File: config.mk
export PLATFORM = sky130hd
export DESIGN_NAME = hazard_stall_ctrl_flat
export DESIGN_NICKNAME = d
export VERILOG_FILES = /design/src/rtl/hazard_stall_ctrl_pkg.sv /design/src/rtl/hazard_stall_ctrl_if.sv /design/src/rtl/hazard_stall_ctrl_md_busy_counter.sv /design/src/rtl/hazard_stall_ctrl.sv /design/src/flat_wrapper.sv
export SDC_FILE = /design/constraint.sdc
export NUM_CORES = 1
export LEC_CHECK = 0
export BUFFER_PORTS_ARGS = -buffer_cell sky130_fd_sc_hd__buf_2
export CAP_MARGIN = 20
export CORE_MARGIN = 1.5
export CORE_UTILIZATION = 45
export CTS_CLUSTER_SIZE = 16
export DETAILED_ROUTE_END_ITERATION = 8
export PLACE_DENSITY = 0.74
export SLEW_MARGIN = 20
export SYNTH_ARGS = -nofsm -noshare
export SYNTH_HDL_FRONTEND = slang
export SYNTH_HIERARCHICAL = 1
export SYNTH_SLANG_ARGS = --single-unit
File: constraint.sdc
create_clock -name clk -period 2.7 [get_ports clk]
set_input_delay 0.27 -clock clk [delete_from_list [all_inputs] [get_ports clk]]
set_output_delay 0.27 -clock clk [all_outputs]
set_load 0.02 [all_outputs]
File: src/rtl/hazard_stall_ctrl_pkg.sv
// Shared pipeline definitions: register indices, Tuse/Tnew codes, mult/div latencies.
package hazard_stall_ctrl_pkg;

  localparam int unsigned REG_W        = 5;
  localparam int unsigned TCODE_W      = 2;
  localparam int unsigned STALL_CNT_W  = 16;
  localparam int unsigned MULT_CYC_DEF = 5;
  localparam int unsigned DIV_CYC_DEF  = 10;
  localparam int unsigned CNT_W_DEF    = 4;

  typedef logic [REG_W-1:0]   reg_idx_t;
  typedef logic [TCODE_W-1:0] tcode_t;

  // Tuse/Tnew encoding: cycles until needed/available, 3 means "not used / none"
  typedef enum logic [TCODE_W-1:0] {
    TCODE_0    = 2'd0,
    TCODE_1    = 2'd1,
    TCODE_2    = 2'd2,
    TCODE_NONE = 2'd3
  } tcode_e;

  localparam reg_idx_t REG_ZERO = '0;

  // D-stage source operand request
  typedef struct packed {
    reg_idx_t idx;
    tcode_t   tuse;
  } src_req_t;

  // Later-stage destination producer
  typedef struct packed {
    reg_idx_t a3;
    tcode_t   tnew;
  } dst_prod_t;

  // True when a source needs its value before an in-flight producer can supply it
  function automatic logic src_hazard(input src_req_t src, input dst_prod_t e,
                                      input dst_prod_t m);
    logic hit_e;
    logic hit_m;
    hit_e = (src.idx == e.a3) && (src.tuse < e.tnew);
    hit_m = (src.idx == m.a3) && (src.tuse < m.tnew);
    return (src.idx != REG_ZERO) && (hit_e || hit_m);
  endfunction

endpackage

File: src/rtl/hazard_stall_ctrl_if.sv
// Pipeline <-> hazard controller signal bundle.
interface hazard_stall_ctrl_if;
  import hazard_stall_ctrl_pkg::*;

  reg_idx_t                 rs_D;
  reg_idx_t                 rt_D;
  tcode_t                   tuse_rs_D;
  tcode_t                   tuse_rt_D;
  logic                     md_use_D;
  reg_idx_t                 a3_E;
  tcode_t                   tnew_E;
  reg_idx_t                 a3_M;
  tcode_t                   tnew_M;
  logic                     md_start_E;
  logic                     md_is_div_E;
  logic                     stall;
  logic                     flush_E;
  logic                     md_busy;
  logic [STALL_CNT_W-1:0]   stall_cnt;

  // Pipeline side: presents stage information, receives stall controls
  modport master (
    output rs_D, rt_D, tuse_rs_D, tuse_rt_D, md_use_D,
    output a3_E, tnew_E, a3_M, tnew_M, md_start_E, md_is_div_E,
    input  stall, flush_E, md_busy, stall_cnt
  );

  // Controller side
  modport slave (
    input  rs_D, rt_D, tuse_rs_D, tuse_rt_D, md_use_D,
    input  a3_E, tnew_E, a3_M, tnew_M, md_start_E, md_is_div_E,
    output stall, flush_E, md_busy, stall_cnt
  );

endinterface

File: src/rtl/hazard_stall_ctrl_md_busy_counter.sv
// Tracks the multi-cycle mult/div unit; busy for exactly N cycles after a start.
module hazard_stall_ctrl_md_busy_counter #(
  parameter int unsigned MULT_CYC = 5,
  parameter int unsigned DIV_CYC  = 10,
  parameter int unsigned CNT_W    = 4
) (
  input  logic clk,
  input  logic reset,
  input  logic start,
  input  logic is_div,
  output logic busy
);

  logic [CNT_W-1:0] count;
  logic [CNT_W-1:0] count_nxt;

  // Load on an accepted start; a start while busy is dropped and the countdown continues
  always_comb begin
    count_nxt = count;
    if (start && (count == '0)) begin
      count_nxt = is_div ? CNT_W'(DIV_CYC) : CNT_W'(MULT_CYC);
    end else if (count != '0) begin
      count_nxt = count - CNT_W'(1);
    end
  end

  // Counter and registered busy flag (busy mirrors count != 0)
  always_ff @(posedge clk) begin
    if (reset) begin
      count <= '0;
      busy  <= 1'b0;
    end else begin
      count <= count_nxt;
      busy  <= (count_nxt != '0);
    end
  end

endmodule

File: src/rtl/hazard_stall_ctrl.sv
// Hazard/stall controller: data hazards from D vs E/M, mult/div hazards, stall perf counter.
module hazard_stall_ctrl
  import hazard_stall_ctrl_pkg::*;
#(
  parameter int unsigned MULT_CYC = MULT_CYC_DEF,
  parameter int unsigned DIV_CYC  = DIV_CYC_DEF,
  parameter int unsigned CNT_W    = CNT_W_DEF
) (
  input  logic              clk,
  input  logic              reset,
  hazard_stall_ctrl_if.slave bus
);

  src_req_t                src_rs;
  src_req_t                src_rt;
  dst_prod_t               prod_e;
  dst_prod_t               prod_m;
  logic                    stall_rs;
  logic                    stall_rt;
  logic                    stall_md;
  logic                    stall_c;
  logic                    md_busy;
  logic [STALL_CNT_W-1:0]  stall_cnt;

  // Hazard detection is purely combinational from the current stage contents
  always_comb begin
    src_rs   = '{idx: bus.rs_D, tuse: bus.tuse_rs_D};
    src_rt   = '{idx: bus.rt_D, tuse: bus.tuse_rt_D};
    prod_e   = '{a3: bus.a3_E, tnew: bus.tnew_E};
    prod_m   = '{a3: bus.a3_M, tnew: bus.tnew_M};
    stall_rs = src_hazard(src_rs, prod_e, prod_m);
    stall_rt = src_hazard(src_rt, prod_e, prod_m);
    stall_md = bus.md_use_D && (md_busy || bus.md_start_E);
    stall_c  = stall_rs || stall_rt || stall_md;
  end

  hazard_stall_ctrl_md_busy_counter #(
    .MULT_CYC (MULT_CYC),
    .DIV_CYC  (DIV_CYC),
    .CNT_W    (CNT_W)
  ) u_md_busy (
    .clk    (clk),
    .reset  (reset),
    .start  (bus.md_start_E),
    .is_div (bus.md_is_div_E),
    .busy   (md_busy)
  );

  // Saturating count of stalled cycles
  always_ff @(posedge clk) begin
    if (reset) begin
      stall_cnt <= '0;
    end else if (stall_c && (stall_cnt != '1)) begin
      stall_cnt <= stall_cnt + STALL_CNT_W'(1);
    end
  end

  // Bubble insertion into D/E coincides with the freeze of PC and F/D
  assign bus.stall     = stall_c;
  assign bus.flush_E   = stall_c;
  assign bus.md_busy   = md_busy;
  assign bus.stall_cnt = stall_cnt;

endmodule
File: src/flat_wrapper.sv
// flat-port wrapper written by rule: the top's interface ports become plain ports
module hazard_stall_ctrl_flat import hazard_stall_ctrl_pkg::*;
#(
  parameter int unsigned MULT_CYC = MULT_CYC_DEF,
  parameter int unsigned DIV_CYC  = DIV_CYC_DEF,
  parameter int unsigned CNT_W    = CNT_W_DEF
)
  (clk, reset, bus_rs_D, bus_rt_D, bus_tuse_rs_D, bus_tuse_rt_D, bus_md_use_D, bus_a3_E, bus_tnew_E, bus_a3_M, bus_tnew_M, bus_md_start_E, bus_md_is_div_E, bus_stall, bus_flush_E, bus_md_busy, bus_stall_cnt);
  hazard_stall_ctrl_if bus_i ();
  input  logic clk;
  input  logic reset;
  input wire logic [$bits(bus_i.rs_D)-1:0] bus_rs_D;
  input wire logic [$bits(bus_i.rt_D)-1:0] bus_rt_D;
  input wire logic [$bits(bus_i.tuse_rs_D)-1:0] bus_tuse_rs_D;
  input wire logic [$bits(bus_i.tuse_rt_D)-1:0] bus_tuse_rt_D;
  input wire logic [$bits(bus_i.md_use_D)-1:0] bus_md_use_D;
  input wire logic [$bits(bus_i.a3_E)-1:0] bus_a3_E;
  input wire logic [$bits(bus_i.tnew_E)-1:0] bus_tnew_E;
  input wire logic [$bits(bus_i.a3_M)-1:0] bus_a3_M;
  input wire logic [$bits(bus_i.tnew_M)-1:0] bus_tnew_M;
  input wire logic [$bits(bus_i.md_start_E)-1:0] bus_md_start_E;
  input wire logic [$bits(bus_i.md_is_div_E)-1:0] bus_md_is_div_E;
  output wire logic [$bits(bus_i.stall)-1:0] bus_stall;
  output wire logic [$bits(bus_i.flush_E)-1:0] bus_flush_E;
  output wire logic [$bits(bus_i.md_busy)-1:0] bus_md_busy;
  output wire logic [$bits(bus_i.stall_cnt)-1:0] bus_stall_cnt;
  assign bus_i.rs_D = bus_rs_D;
  assign bus_i.rt_D = bus_rt_D;
  assign bus_i.tuse_rs_D = bus_tuse_rs_D;
  assign bus_i.tuse_rt_D = bus_tuse_rt_D;
  assign bus_i.md_use_D = bus_md_use_D;
  assign bus_i.a3_E = bus_a3_E;
  assign bus_i.tnew_E = bus_tnew_E;
  assign bus_i.a3_M = bus_a3_M;
  assign bus_i.tnew_M = bus_tnew_M;
  assign bus_i.md_start_E = bus_md_start_E;
  assign bus_i.md_is_div_E = bus_md_is_div_E;
  assign bus_stall = bus_i.stall;
  assign bus_flush_E = bus_i.flush_E;
  assign bus_md_busy = bus_i.md_busy;
  assign bus_stall_cnt = bus_i.stall_cnt;
  hazard_stall_ctrl #(.MULT_CYC(MULT_CYC), .DIV_CYC(DIV_CYC), .CNT_W(CNT_W)) u_core (.clk(clk), .reset(reset), .bus(bus_i));
endmodule
After elaboration in Yosys (flattened, before gate mapping)
Index checks and enable logic that the tools add are counted.
Storage, ports and cells
  word-level logic and storage cells: 36
  bits of input ports: 33
  output and inout port bits: 19
  bits in registers: 21
Operators by class
  eq/ne operators: 5
  multiplexer cells: 3
  reductions and logical operators: 19
  magnitude comparators: 4
  $add $sub $neg: 2
Operators with widths (count)
  5-bit == test: 4
  16-bit by 1-bit adder with 16-bit output, second input constant: 1
  16-bit inequality test, second input constant: 1
  4-bit 2-to-1 mux: 3
  5-bit nonzero test: 2
  1-bit logical AND: 9
  2-bit less-than comparator: 4
  4-bit nonzero test: 2
  1-bit logical OR: 5
  4-bit logical NOT: 1
  4-bit by 1-bit subtractor with 4-bit output, second input constant: 1

Longest topological paths before layout
  depth after elaboration: 7
  gate-level depth with buffers: 10
  mapped depth without buffers: 9

Hierarchy
The synthesis kept the hierarchy.
Modules (own cells, without submodules)
  hazard_stall_ctrl: area each 1159.9 um^2, cells an instance 145, sequential area each 320.3 um^2, times used 1
  hazard_stall_ctrl_md_busy_counter: area each 276.5 um^2, cells an instance 32, sequential area each 100.1 um^2, times used 1

Worst setup path before layout
OpenSTA, ideal clock, no wires.
  kind: input to output
  start: in bus_rs_D[0]
  end: out bus_stall
  path buffers: 2
  setup slack: 604 ps
  arrival: 1826 ps
  required time: 2430 ps
  cell stages on the path: 7
  cells stage by stage: or4_1 nor2_1 a21oi_1 a211oi_2 buf_2 inv_1 buf_4
Between the ends
  word-level cells in the longest chain between the ends: 6
  elaborated cells on any way between the ends: 9
  those cells by class: eq/ne (2); reduce/logical (7)
RTL lines
  start, declared: line flat_wrapper.sv:12  | input wire logic [$bits(bus_i.rs_D)-1:0] bus_rs_D;
  5-bit == test, on equally long branches: line hazard_stall_ctrl_pkg.sv:41, hazard_stall_ctrl_pkg.sv:42
  1-bit logical AND, on equally long branches: line hazard_stall_ctrl_pkg.sv:41, hazard_stall_ctrl_pkg.sv:42
  1-bit logical OR: line hazard_stall_ctrl_pkg.sv:43  | return (src.idx != REG_ZERO) && (hit_e || hit_m);
  1-bit logical AND *: line hazard_stall_ctrl_pkg.sv:43
  1-bit logical OR * (2 in a row): line hazard_stall_ctrl.sv:34  | stall_c = stall_rs || stall_rt || stall_md;
  end, declared: line flat_wrapper.sv:23  | output wire logic [$bits(bus_i.stall)-1:0] bus_stall;
Mark *: on every way between the ends. The rest lies on a longest branch, timed or not.

Final worst setup path
  start: in bus_rs_D[0]
  end: out bus_flush_E
Between the ends
  word-level cells in the longest chain between the ends: 6
  elaborated cells on any way between the ends: 9
  those cells by class: eq/ne (2); reduce/logical (7)
RTL lines
  5-bit == test, on equally long branches: line hazard_stall_ctrl_pkg.sv:41, hazard_stall_ctrl_pkg.sv:42
  1-bit logical AND, on equally long branches: line hazard_stall_ctrl_pkg.sv:41, hazard_stall_ctrl_pkg.sv:42
  1-bit logical OR: line hazard_stall_ctrl_pkg.sv:43
  1-bit logical AND *: line hazard_stall_ctrl_pkg.sv:43
  1-bit logical OR * (2 in a row): line hazard_stall_ctrl.sv:34
  end, declared: line flat_wrapper.sv:24  | output wire logic [$bits(bus_i.flush_E)-1:0] bus_flush_E;
Marks and branches as above.

==> results by stage <==
Status:
- The run finished with clean final reports.

Global route:
- The number of antenna violations at the first check in global routing is 0.
- The global routing usage on met2 is 33.3%.
- The met3 track utilization from global routing is 2.84%.
- For this run the aggregate overflow at the end of global routing stands at 0.
- The via count of the first global-routing pass is roughly 1,300.
- The first global-routing pass estimated 5.61 mm of wire.
- The global routing stage identified its most utilized layer as met2.
- The total track usage is 20.3%.
- The routing usage on met1 is 27.2%.
- Entering global routing, the biggest net connects 23 pins.

Routing:
- The detailed-route via count is about 1,400.
- The average detailed-routed wire length per instance is approximately 12 um.
- Once detail routing completed, the nets flagged for antenna violations numbered 0.
- The detailed router finished its first iteration with 72 violations.
- For this run, the detailed router's first-pass iteration total came to 4.
- The detailed-route wire length is ~3.3 mm.
- The remaining design rule violation count is 0.
- After detailed routing, the number of vias per cell comes to between 5 and 6.

Worst setup path:
- The worst-path maximum fanout is 14.
- Among all stages on the critical path, the largest delay is contributed by sky130_fd_sc_hd__or4_1.
- The data required time at the worst endpoint is 2.43 ns.
- By startpoint and endpoint, the worst setup path is classified as in -> out.
- On the worst path, the slowest cell contributes a delay of 0.53 ns.
- The worst setup path is launched from an input pin.
- The kind of end point of the critical path is a primary output.
- Counting both buffers and inverters, the worst setup path holds a total of 4.
- The cell family contributing the most delay on the critical path is simple AND/OR/NAND/NOR gates.
- The most numerous cell type found on the critical path is sky130_fd_sc_hd__buf_2.
- The signal on the critical path passes through buf_2 -> or4_1 -> nor2_1 -> a21oi_1 -> a211oi_2 -> buf_4 -> inv_1 -> buf_2.
- Data on the critical path arrives at its endpoint at 1.85 ns.

Timing:
- The maximum clock rate is 0.472 GHz.
- The number of endpoints with negative hold slack in the final report is 0.
- Measured against its own limit, the worst slew margin works out to between 70 and 80%.
- Setup repair after global routing left no endpoint under its margin.
- The time the worst path needs with I/O delays and setup is ~2.1 ns.
- The count of final setup violators is 0.
- The transition at the pin with the smallest max-transition slack is just over 0.4 ns.
- The setup TNS is 0 ns.
- The clock tree skew after final layout is 0.00484 ns.
- The final number of max-transition violations is 0.
- The period utilization is 78.4%.
- Hold is met by approximately 0.27 ns.

Synth:
- The portion of the post-synthesis area used by sequential elements is 29.3%.
- The post-synthesis simple-gate area fraction is 30.2%.
- Summing every instance area after synthesis gives 0.00144 sq mm.
- The count of different cell masters after synthesis is 40.
- The library cell with the largest summed area after synthesis is sky130_fd_sc_hd__dfxtp_1.
- Yosys printed 6 warnings.
- By area the synthesized netlist is led by sky130_fd_sc_hd__dfxtp_1, sky130_fd_sc_hd__xnor2_1, sky130_fd_sc_hd__xor2_1, sky130_fd_sc_hd__nor2_1, sky130_fd_sc_hd__ha_1.
- The number of instances in the synthesized netlist is 177.
- The area share of the largest cell type after synthesis is 29.3%.
- The share of cell area taken by muxes after synthesis is 2.96%.
- The mean post-synth cell area is ~8.1 sq um.
- The synthesized netlist devotes ~5.2% of its cell area to adder and majority cells.
- The synthesized netlist net count is 216.
- The number of synthesized register bits is 21.
- The synthesized netlist devotes 9.32% of its cell area to compound gates.
- By area, the combinational part of the netlist is dominated by simple AND/OR/NAND/NOR gates.
- Summing the areas of all xor and xnor instances in the mapped netlist gives 18.9% of the synthesized area.

CTS:
- The total of cells resized after clock tree synthesis is 0.
- The clock net in this run drives a total of 21 sinks.
- CTS built an H-tree with a depth of 1.
- The root buffer cell chosen for the clock tree is sky130_fd_sc_hd__clkbuf_4.
- TritonCTS built the clock tree.
- Clock latency on the worst-skew pair, taken at its later pin, is 0.31 ns.
- The number of hold buffers added after CTS was 0.
- The count of buffers added by post-CTS timing repair for setup is 0.
- The clock slew at the register clock pins of the worst setup and hold paths is 0.11 ns.
- The clock buffer count from CTS is 3.
- The maximum buffer depth of the clock tree is 2.

Place:
- In this run, placement finished with an instance count of around 270.
- Input and output buffers added on the ports amount to 51.
- Routability-driven placement finished with a final weighted congestion of 0.875.
- The HPWL after detailed placement is 2.56 mm.

Hold path:
- The worst min-delay path category is in -> reg.

Run:
- Max-cap violations in this run came to 0.

Power and ir drop:
- The cell internal power dissipation is 566 uW.
- The ratio of total power to cell area is about 510 mW/mm^2.
- The switching power share of the total is 36.8%.
- The clock network fraction of total power is 16.8%.
- The share of total power dissipated in sequential elements is 43.7%.
- VDD sags by at most between 0.3 and 0.4 mV.
- The completed layout was analyzed and its total power is around 900 uW.
- The static leakage is about 0.00075 uW.
- The net switching power is 330 uW.
- The part of the total power dissipated in combinational logic is 39.4%.

Floorplan:
- The effective utilization at floorplan is a little under half.
- The floorplan die area is 0.00354 sq mm.
- The core region area is 0.00305 sq mm.
- The die height is 59.5 um.
- The I/O pin total is 52.
- The initialized floorplan defines 20 standard-cell rows.
- The die width is 59.5 um.

Final layout:
- The number of nets in the layout is 269.
- The share of layout cells above drive strength 1 is 27.5%.
- The signed area change from the synthesized netlist to the final layout is 22.8%.
- The finished layout holds 273 standard cells, fillers aside.
- The number of antenna diodes in the final layout is 0.
==> worst register-to-register path: stages (launching register included) <==
cell and delay [ns]:
sky130_fd_sc_hd__dfxtp_1 0.44, sky130_fd_sc_hd__and3_1 0.26, sky130_fd_sc_hd__and3_1 0.22, sky130_fd_sc_hd__nand3_1 0.08, sky130_fd_sc_hd__nor3_1 0.20, sky130_fd_sc_hd__buf_4 0.24, sky130_fd_sc_hd__nor4_4 0.08, sky130_fd_sc_hd__nand4_1 0.11
sky130_fd_sc_hd__mux2_1 0.33
==> final timing paths <==
kind                             from                   endpoint  slack, ns  cells after the start
max                       bus_rs_D[0]                bus_flush_E       0.58                      8
min                   bus_md_is_div_E  u_core/u_md_busy/count[3]       0.27                      3
max reg2reg   u_core/bus.stall_cnt[6]   u_core/bus.stall_cnt[15]       0.62                      8
min reg2reg  u_core/bus.stall_cnt[12]   u_core/bus.stall_cnt[12]       0.55                      2
==> placed cells by master (no fill, tap or decap), types with 2 or more instances in the layout <==
| cell | netlist | final |
|---|---|---|
| sky130_fd_sc_hd__xor2_1 | 14 | 14 |
| sky130_fd_sc_hd__xnor2_1 | 17 | 17 |
| sky130_fd_sc_hd__nand2b_1 | 2 | 2 |
| sky130_fd_sc_hd__ha_1 | 6 | 6 |
| sky130_fd_sc_hd__nor2_1 | 22 | 22 |
| sky130_fd_sc_hd__nand2_1 | 9 | 9 |
| sky130_fd_sc_hd__nand4_1 | 7 | 7 |
| sky130_fd_sc_hd__buf_4 | 1 | 2 |
| sky130_fd_sc_hd__nor2b_1 | 2 | 2 |
| sky130_fd_sc_hd__nand3_1 | 9 | 9 |
| sky130_fd_sc_hd__nor4_1 | 5 | 5 |
| sky130_fd_sc_hd__nor3b_1 | 3 | 3 |
| sky130_fd_sc_hd__nor3_1 | 10 | 10 |
| sky130_fd_sc_hd__inv_1 | 9 | 9 |
| sky130_fd_sc_hd__o21ai_0 | 6 | 6 |
| sky130_fd_sc_hd__clkbuf_4 | 0 | 3 |
| sky130_fd_sc_hd__dfxtp_1 | 21 | 21 |
| sky130_fd_sc_hd__buf_2 | 2 | 51 |
| sky130_fd_sc_hd__and3_1 | 3 | 3 |
| sky130_fd_sc_hd__mux2i_1 | 2 | 2 |
| sky130_fd_sc_hd__a21oi_1 | 7 | 7 |
==> power by group through the flow <==
stage,Clock (uW),Combinational (uW),Sequential (uW)
after global placement,0,344,398
after global routing,169,399,401
after CTS,156,353,393
after detailed placement,0,350,401
final,151,353,392
after floorplan,0,240,405
==> per-layer routing <==
| metal | vias to the layer above | part of all wire (%) |
|---|---|---|
| li1 | 728 | - |
| met1 | 660 | 47 |
| met2 | 52 | 44 |
| met3 | 8 | 7.1 |
| met4 | 0 | 2.1 |
| met5 | - | 0 |
==> sequential cells by signal (all words and copies together), names as in the netlist <==
| signal | cells |
|---|---|
| u_core/bus.stall_cnt | 16 |
| u_core/u_md_busy/busy | 1 |
| u_core/u_md_busy/count | 4 |
==> through the flow <==
| step | area (sq um) | utilization, % | worst slack, ns |
|---|---|---|---|
| floorplan | 1440 | - | 0.604 |
| global placement | 1740 | 56.9 | 0.528 |
| detailed placement | 1740 | 56.9 | 0.474 |
| CTS | 1760 | 57.8 | 0.586 |
| global route | 1760 | 57.8 | 0.501 |
| finish | 1760 | 57.8 | 0.583 |
==> synth_stat cells (all sizes together) <==
cell type and instances:
a211oi 1, a21bo 1, a21o 1, a21oi 7, a41oi 1, and2b 1, and3 3, buf 4
clkbuf 1, dfxtp 21, ha 6, inv 9, mux2 2, mux2i 2, nand2 9, nand2b 2
nand3 9, nand3b 1, nand4 7, nor2 22, nor2b 2, nor3 10, nor3b 3, nor4 7
nor4b 1, o21a 1, o21ai 6, o221ai 1, o22ai 1, o31ai 1, or2 1, or4 1
or4b 1, xnor2 17, xor2 14
==> cells by family (layout without fill, tap and decap cells) <==
family	count (synthesis)	after routing
DFF	21	21
AOI/OAI and AO/OA	21	21
muxes	4	4
adders and majority gates	6	6
buffers and inverters	14	66
and+or+nand+nor	80	80
xor gates and xnor gates	31	31
==> final cells by class <==
cell class | count | area [sq um]
Multi-Input combinational cell | 142 | 957
Fill cell | 312 | 1290
Sequential cell | 21 | 420
Tap cell | 44 | 55.1
Clock inverter | 1 | 5.00
Clock buffer | 3 | 22.5
Inverter | 9 | 33.8
Timing Repair Buffer | 53 | 270
Note: power is estimated with default switching activity, not from simulation.
